--- src/rtl/hls_loop_perf_monitor_if.sv ---
// Monitor-side bundle: kernel handshake/loop strobes in, register read port and busy flags out.
interface hls_loop_perf_monitor_if #(
  parameter int unsigned NUM_CH = 4,
  parameter int unsigned CNT_W  = 32
);
  localparam int unsigned CH_W = (NUM_CH > 1) ? $clog2(NUM_CH) : 1;

  logic [NUM_CH-1:0] ap_start;
  logic [NUM_CH-1:0] ap_done;
  logic [NUM_CH-1:0] iter_end;
  logic [NUM_CH-1:0] iter_stall;
  logic              clear;
  logic              finish;
  logic              rd_en;
  logic [CH_W-1:0]   rd_ch;
  logic [2:0]        rd_sel;
  logic              rd_valid;
  logic [CNT_W-1:0]  rd_data;
  logic              rd_err;
  logic [NUM_CH-1:0] busy;

  // Wrapper / host side
  modport master (
    output ap_start, ap_done, iter_end, iter_stall, clear, finish, rd_en, rd_ch, rd_sel,
    input  rd_valid, rd_data, rd_err, busy
  );

  // Monitor side
  modport slave (
    input  ap_start, ap_done, iter_end, iter_stall, clear, finish, rd_en, rd_ch, rd_sel,
    output rd_valid, rd_data, rd_err, busy
  );
endinterface

--- src/rtl/hls_loop_perf_monitor.sv ---
// Per-channel HLS kernel performance monitor: transaction latency stats, loop iteration and
// stall counts, all saturating with a sticky overflow flag, served over a 1-cycle read port.
module hls_loop_perf_monitor #(
  parameter int unsigned NUM_CH = 4,
  parameter int unsigned CNT_W  = 32
) (
  input logic                 clock,
  input logic                 reset,
  hls_loop_perf_monitor_if.slave bus
);
  localparam int unsigned CH_W = (NUM_CH > 1) ? $clog2(NUM_CH) : 1;

  localparam logic [0:0] IDLE = 1'b0;
  localparam logic [0:0] BUSY = 1'b1;

  localparam logic [CNT_W-1:0] CNT_MAX = '1;
  localparam logic [CNT_W-1:0] CNT_ONE = CNT_W'(1);

  logic [0:0]       state_q [NUM_CH];
  logic [0:0]       state_d [NUM_CH];
  logic [CNT_W-1:0] lat_q   [NUM_CH];
  logic [CNT_W-1:0] lat_d   [NUM_CH];
  logic [CNT_W-1:0] txn_q   [NUM_CH];
  logic [CNT_W-1:0] txn_d   [NUM_CH];
  logic [CNT_W-1:0] last_q  [NUM_CH];
  logic [CNT_W-1:0] last_d  [NUM_CH];
  logic [CNT_W-1:0] min_q   [NUM_CH];
  logic [CNT_W-1:0] min_d   [NUM_CH];
  logic [CNT_W-1:0] max_q   [NUM_CH];
  logic [CNT_W-1:0] max_d   [NUM_CH];
  logic [CNT_W-1:0] iter_q  [NUM_CH];
  logic [CNT_W-1:0] iter_d  [NUM_CH];
  logic [CNT_W-1:0] stall_q [NUM_CH];
  logic [CNT_W-1:0] stall_d [NUM_CH];
  logic             ovf_q   [NUM_CH];
  logic             ovf_d   [NUM_CH];

  logic             rd_valid_q;
  logic [CNT_W-1:0] rd_data_q;
  logic             rd_err_q;
  logic [CNT_W-1:0] rd_data_d;
  logic             rd_bad;
  logic             ch_bad;
  logic [CH_W-1:0]  rd_idx;

  function automatic logic [CNT_W-1:0] sat_inc(input logic [CNT_W-1:0] v);
    return (v == CNT_MAX) ? v : v + CNT_ONE;
  endfunction

  // Next-state and next-statistics for every channel; finish freezes everything
  always_comb begin
    logic             rec;
    logic [CNT_W-1:0] rec_lat;
    for (int c = 0; c < NUM_CH; c++) begin
      state_d[c] = state_q[c];
      lat_d[c]   = lat_q[c];
      txn_d[c]   = txn_q[c];
      last_d[c]  = last_q[c];
      min_d[c]   = min_q[c];
      max_d[c]   = max_q[c];
      iter_d[c]  = iter_q[c];
      stall_d[c] = stall_q[c];
      ovf_d[c]   = ovf_q[c];
      rec        = 1'b0;
      rec_lat    = '0;
      if (!bus.finish) begin
        case (state_q[c])
          IDLE: begin
            if (bus.ap_start[c]) begin
              lat_d[c] = CNT_ONE;
              if (bus.ap_done[c]) begin
                rec     = 1'b1;
                rec_lat = CNT_ONE;
              end else begin
                state_d[c] = BUSY;
              end
            end
          end
          BUSY: begin
            if (lat_q[c] == CNT_MAX) ovf_d[c] = 1'b1;
            lat_d[c] = sat_inc(lat_q[c]);
            if (bus.ap_done[c]) begin
              // The done cycle itself counts toward the latency
              rec     = 1'b1;
              rec_lat = sat_inc(lat_q[c]);
              if (bus.ap_start[c]) begin
                lat_d[c] = CNT_ONE;
              end else begin
                lat_d[c]   = '0;
                state_d[c] = IDLE;
              end
            end
          end
          default: state_d[c] = IDLE;
        endcase

        if (rec) begin
          if (txn_q[c] == CNT_MAX) ovf_d[c] = 1'b1;
          txn_d[c]  = sat_inc(txn_q[c]);
          last_d[c] = rec_lat;
          min_d[c]  = (rec_lat < min_q[c]) ? rec_lat : min_q[c];
          max_d[c]  = (rec_lat > max_q[c]) ? rec_lat : max_q[c];
        end

        if (bus.iter_end[c]) begin
          if (iter_q[c] == CNT_MAX) ovf_d[c] = 1'b1;
          iter_d[c] = sat_inc(iter_q[c]);
        end

        if (state_q[c] == BUSY && bus.iter_stall[c]) begin
          if (stall_q[c] == CNT_MAX) ovf_d[c] = 1'b1;
          stall_d[c] = sat_inc(stall_q[c]);
        end
      end
    end
  end

  // Read mux: out-of-range channel or reserved field reads as an error with zero data
  always_comb begin
    ch_bad    = (32'(bus.rd_ch) >= NUM_CH);
    rd_bad    = ch_bad || (bus.rd_sel == 3'd7);
    rd_idx    = ch_bad ? '0 : bus.rd_ch;
    rd_data_d = '0;
    if (!rd_bad) begin
      case (bus.rd_sel)
        3'd0:    rd_data_d = txn_q[rd_idx];
        3'd1:    rd_data_d = last_q[rd_idx];
        3'd2:    rd_data_d = min_q[rd_idx];
        3'd3:    rd_data_d = max_q[rd_idx];
        3'd4:    rd_data_d = iter_q[rd_idx];
        3'd5:    rd_data_d = stall_q[rd_idx];
        3'd6:    rd_data_d = CNT_W'({ovf_q[rd_idx], state_q[rd_idx]});
        default: rd_data_d = '0;
      endcase
    end
  end

  // Statistic and FSM registers; reset and clear both restore the idle/empty state
  always_ff @(posedge clock) begin
    if (reset || bus.clear) begin
      for (int c = 0; c < NUM_CH; c++) begin
        state_q[c] <= IDLE;
        lat_q[c]   <= '0;
        txn_q[c]   <= '0;
        last_q[c]  <= '0;
        min_q[c]   <= CNT_MAX;
        max_q[c]   <= '0;
        iter_q[c]  <= '0;
        stall_q[c] <= '0;
        ovf_q[c]   <= 1'b0;
      end
    end else begin
      for (int c = 0; c < NUM_CH; c++) begin
        state_q[c] <= state_d[c];
        lat_q[c]   <= lat_d[c];
        txn_q[c]   <= txn_d[c];
        last_q[c]  <= last_d[c];
        min_q[c]   <= min_d[c];
        max_q[c]   <= max_d[c];
        iter_q[c]  <= iter_d[c];
        stall_q[c] <= stall_d[c];
        ovf_q[c]   <= ovf_d[c];
      end
    end
  end

  // Read port registers: data and error hold when no read is issued
  always_ff @(posedge clock) begin
    if (reset || bus.clear) begin
      rd_valid_q <= 1'b0;
      rd_data_q  <= '0;
      rd_err_q   <= 1'b0;
    end else begin
      rd_valid_q <= bus.rd_en;
      if (bus.rd_en) begin
        rd_data_q <= rd_data_d;
        rd_err_q  <= rd_bad;
      end
    end
  end

  // Drive the interface outputs from registered state
  always_comb begin
    bus.rd_valid = rd_valid_q;
    bus.rd_data  = rd_data_q;
    bus.rd_err   = rd_err_q;
    bus.busy     = '0;
    for (int c = 0; c < NUM_CH; c++) bus.busy[c] = state_q[c][0];
  end
endmodule

--- src/flat_wrapper.sv ---
// flat-port wrapper written by rule: the top's interface ports become plain ports
module hls_loop_perf_monitor_flat 
#(
  parameter int unsigned NUM_CH = 4,
  parameter int unsigned CNT_W  = 32
)
  (clock, reset, bus_ap_start, bus_ap_done, bus_iter_end, bus_iter_stall, bus_clear, bus_finish, bus_rd_en, bus_rd_ch, bus_rd_sel, bus_rd_valid, bus_rd_data, bus_rd_err, bus_busy);
  hls_loop_perf_monitor_if #(.NUM_CH(NUM_CH), .CNT_W(CNT_W)) bus_i ();
  input logic clock;
  input logic reset;
  input wire logic [$bits(bus_i.ap_start)-1:0] bus_ap_start;
  input wire logic [$bits(bus_i.ap_done)-1:0] bus_ap_done;
  input wire logic [$bits(bus_i.iter_end)-1:0] bus_iter_end;
  input wire logic [$bits(bus_i.iter_stall)-1:0] bus_iter_stall;
  input wire logic [$bits(bus_i.clear)-1:0] bus_clear;
  input wire logic [$bits(bus_i.finish)-1:0] bus_finish;
  input wire logic [$bits(bus_i.rd_en)-1:0] bus_rd_en;
  input wire logic [$bits(bus_i.rd_ch)-1:0] bus_rd_ch;
  input wire logic [$bits(bus_i.rd_sel)-1:0] bus_rd_sel;
  output wire logic [$bits(bus_i.rd_valid)-1:0] bus_rd_valid;
  output wire logic [$bits(bus_i.rd_data)-1:0] bus_rd_data;
  output wire logic [$bits(bus_i.rd_err)-1:0] bus_rd_err;
  output wire logic [$bits(bus_i.busy)-1:0] bus_busy;
  assign bus_i.ap_start = bus_ap_start;
  assign bus_i.ap_done = bus_ap_done;
  assign bus_i.iter_end = bus_iter_end;
  assign bus_i.iter_stall = bus_iter_stall;
  assign bus_i.clear = bus_clear;
  assign bus_i.finish = bus_finish;
  assign bus_i.rd_en = bus_rd_en;
  assign bus_i.rd_ch = bus_rd_ch;
  assign bus_i.rd_sel = bus_rd_sel;
  assign bus_rd_valid = bus_i.rd_valid;
  assign bus_rd_data = bus_i.rd_data;
  assign bus_rd_err = bus_i.rd_err;
  assign bus_busy = bus_i.busy;
  hls_loop_perf_monitor #(.NUM_CH(NUM_CH), .CNT_W(CNT_W)) u_core (.clock(clock), .reset(reset), .bus(bus_i));
endmodule
--- config.mk ---
export PLATFORM = sky130hd
export DESIGN_NAME = hls_loop_perf_monitor_flat
export DESIGN_NICKNAME = d
export VERILOG_FILES = /design/src/rtl/hls_loop_perf_monitor_if.sv /design/src/rtl/hls_loop_perf_monitor.sv /design/src/flat_wrapper.sv
export SDC_FILE = /design/constraint.sdc
export NUM_CORES = 2
export LEC_CHECK = 0
export ABC_AREA = 1
export CORE_UTILIZATION = 64
export DETAILED_ROUTE_END_ITERATION = 10
export MAX_ROUTING_LAYER = met4
export PLACE_DENSITY_LB_ADDON = 0.25
export SYNTH_ARGS = -nofsm -noshare
export SYNTH_HDL_FRONTEND = slang
export SYNTH_SLANG_ARGS = --single-unit
--- constraint.sdc ---
create_clock -name clock -period 4.9 [get_ports clock]
set_input_delay 0.98 -clock clock [delete_from_list [all_inputs] [get_ports clock]]
set_output_delay 0.98 -clock clock [all_outputs]
set_load 0.005 [all_outputs]
==> results.yml <==
worst_setup_path:
  cp-startpoint: "u_core.lat_q[0][64]$_SDFFE_PN0P_"
  crit_type: "flip-flop to flip-flop"
  worstPathMaxFanout: 16
  cp.arrival_ns: 5.21
  crit_path_end_kind: "flip-flop"
  start_kind: "flip-flop"
  r2r.worst_path.cells: 23
  cp_data_required_time_ns: 5.53
  r2r_start: "u_core.lat_q[0][64]$_SDFFE_PN0P_"
clock_network:
  cts_hold_buf: 0
  insertion_delay_ns: 0.72
  cts.clk_slew.worst_paths_ns: 0.07
  cts_root_buf: "clkbuf_16"
  cts_tree: "built"
  cts_buffer_depth: 3
  cts_sinks: 938
  ctsHtreeMaxLevel: 3
  cts_made_buffers: 103
flow_run:
  drv_cap: 0
routing:
  vias: 59000
  via_per_inst: 6.31
  detail_route.wl_per_cell_um: 22.6
  met1_length_um: 80200
  drt_pass1_iterations: 10
  met2_length_um: 88100
  wl_met3_um: 25200
  drc: 0
  ant_nets: 0
  topRoutingLayerUsed: "met4"
  postRouteWirelength_um: 212000
  drtIter0Drc: 8799
global_routing:
  antenna_found_initial: 12
  grtUsageTotal: 0.476
  grt_pass1_wl_um: 317000
  grt_start_max_net_pins: 150
  grt_overflow_total: 0
  first_global_vias: 53300
floorplan:
  initial_core_util: 0.647
  ios: 64
  die_h_um: 298
  dieArea_mm2: 0.0889
  die_w_um: 298
  std_cell_rows: 108
  core_area_mm2: 0.0868
logic_synthesis:
  synth_cell_type_count: 64
  syn_area_mm2: 0.0561
  synth_fa_ha_area_frac: 0.0597
  avgSynthCellArea_um2: 6.86
  ys_warn_count: 0
  ys_async_sr_fraction: 0
  synth-seq-cells: 938
  synthTopCellsByArea: "dfxtp_1 (29%), nand2_1 (11%), a21oi_1 (9.2%), edfxtp_1 (6.8%), o21ai_0 (6.4%)"
  synth_xor_area_frac: 0.0289
  synth_top_area_frac: 0.289
  synth-simple-area-share: 0.268
  synth-compound-area-share: 0.196
  synth_area_leader_cell: "dfxtp_1"
  synth_top_family_by_area: "simple AND/OR/NAND/NOR gates"
  synth-edff-count: 128
  syn-instance-count: 8179
  syn_nets: 8473
  yosys_most_used_dff: "dfxtp_1"
  muxShareOfSynthArea: 0
  ys_seq_area_frac: 0.357
placed_design:
  dp_hpwl_um: 159000
  preCtsSetupSlack_ns: 0.255
  io_buffers: 63
  gp_congestion: 1.11
power_and_ir_drop:
  irDropWorstVdd_uv: 342
  leakage_nw: 23.8
  p_per_area_mw_per_mm2: 295
sta:
  fmax_mhz: 218
  whs_ns: 0.455
  fin_ws_ns: 0.321
  period_share: 0.935
  drv_slew: 0
  worst_pin_slew_ns: 1.37
  max_slew_margin: 0.0774
  hold_viol_final: 0
  finalSetupViolations: 0
  fin_crit_ns: 4.58
  fin_skew_ns: 0.0303
worst_hold_path:
  hold_depth: 2
  hp-class: "flip-flop to flip-flop"
  hold_start: "u_core.min_q[1][13]$_SDFFE_PN1P_"
final_layout:
  final_nets: 8401
  layout-drive-gt1-share: 0.0573
  synthToLayoutAreaGrowth_pct: 9.44
status:
  outcome: "finished, final reports clean"
area by class of cell:
class                           instances  area [µm²]
Fill cell                            7362       25300
Antenna cell                           13        32.5
Tap cell                             1155        1450
Multi-Input combinational cell       5937       31100
Sequential cell                       938       20100
Clock inverter                         43         529
Clock buffer                          147        2980
Timing Repair Buffer                  203        1820
Inverter                              924        3490
final timing paths:
| path | endpoint | slack, ns |
|---|---|---|
| worst max-delay path | u_core.max_q[2][17]$_SDFFE_PN0P_ | 0.32 |
| worst min-delay path | u_core.min_q[1][13]$_SDFFE_PN1P_ | 0.45 |
| worst max register to register | u_core.max_q[2][17]$_SDFFE_PN0P_ | 0.32 |
| worst min register to register | u_core.min_q[1][13]$_SDFFE_PN1P_ | 0.45 |
stage by stage:
| step | utilization | area [µm²] | setup TNS [ns] | cells | total power, W |
|---|---|---|---|---|---|
| 2_1_floorplan | - | 56100 | 0 | 8179 | 0.00925 |
| 3_5_place_dp | 0.667 | 57900 | 0 | 9157 | 0.00993 |
| 6_report | 0.708 | 61400 | 0 | 9360 | 0.0181 |
| 3_3_place_gp | 0.667 | 57900 | 0 | 9157 | 0.00989 |
| 4_1_cts | 0.707 | 61400 | 0 | 9347 | 0.0180 |
| 5_1_grt | 0.708 | 61400 | -0.0274 | 9358 | 0.0185 |
placed cells by master, fill, tap and decap left out, types with 12 or more instances in the layout:
cell,netlist,layout
nand2_1,1584,1583
a21oi_1,1032,1032
inv_1,895,894
dfxtp_1,810,810
nor2_1,788,787
o21ai_0,713,713
nand3_1,423,423
ha_1,268,268
nor3_1,249,243
nand4_1,157,157
xor2_1,137,137
buf_4,12,129
edfxtp_1,128,128
clkbuf_16,0,108
nor4_1,82,81
clkdlybuf4s50_1,0,60
a211oi_1,53,52
xnor2_1,48,48
a221oi_1,41,41
o21a_1,37,37
nor2_2,36,36
nand2_2,33,34
o22ai_1,34,34
a2bb2oi_1,33,33
clkbuf_1,315,26
o211ai_1,23,23
nor3b_1,21,21
inv_2,20,19
nor3_2,13,19
clkinv_2,0,17
a31oi_1,15,15
diode_2,0,13
clkinv_1,9,13
clkbuf_8,0,13
o21ai_1,12,12
layer usage:
metal | GRT usage | up-vias
met2 | 0.677 | 3722
met3 | 0.118 | 774
met1 | 0.588 | 27100
li1 | - | 27400
met4 | 0.340 | 0
met5 | - | -
sequential cells by signal (all words and copies together) (netlist names):
register,cells
u_core.stall_q,128
u_core.state_q,4
u_core.min_q,128
u_core.max_q,128
u_core.iter_q,128
u_core.ovf_q,4
u_core.bus.rd_valid,1
u_core.last_q,128
u_core.lat_q,128
u_core.bus.rd_err,1
u_core.bus.rd_data,32
u_core.txn_q,128
kinds of logic after synthesis:
family	after synthesis
simple gates	3448
buf+inv	1304
compound gates	2036
flops	938
fa+ha+maj	268
xor+xnor	185
power by group:
group          internal [W]  total, W  switching [W]  leakage, nW
clock               0.00480   0.00824        0.00344         1.71
combinational      0.000493   0.00181        0.00131         14.1
sequential          0.00795   0.00806       0.000107         7.96
total                0.0132    0.0181        0.00486         23.8
critical path, cell delays in order, from the launching register on:
cell and delay, ns:
dfxtp_1 0.40, inv_2 0.07, nor3_2 0.25, nand3_2 0.18, nor2_2 0.18, nand2_1 0.14, nor2_2 0.16, nand2_1 0.13
nor2_2 0.17, nand3_1 0.16, nor3_4 0.29, nand2_1 0.12, nand2_1 0.15, nor2_2 0.09, ha_1 0.32, nand2_1 0.06
nor2_1 0.12, nand4_1 0.21, o41ai_1 0.40, inv_1 0.09, nand2_2 0.25, buf_4 0.26, o21ai_0 0.09, a21oi_1 0.18
cells in the mapped netlist, types with 33 or more instances:
cell       count
nand2_1     1584
a21oi_1     1032
inv_1        895
dfxtp_1      810
nor2_1       788
o21ai_0      713
nand3_1      423
clkbuf_1     315
ha_1         268
nor3_1       249
nand4_1      157
xor2_1       137
edfxtp_1     128
nor4_1        82
a211oi_1      53
xnor2_1       48
a221oi_1      41
o21a_1        37
nor2_2        36
o22ai_1       34
a2bb2oi_1     33
nand2_2       33
timing repair:
action,CTS,global route
endpoints found under the setup margin,0,79
resized for setup,0,5
endpoints found under the hold margin,0,0
buffers inserted,0,0
No activity file was read; power rests on OpenSTA's default activity.
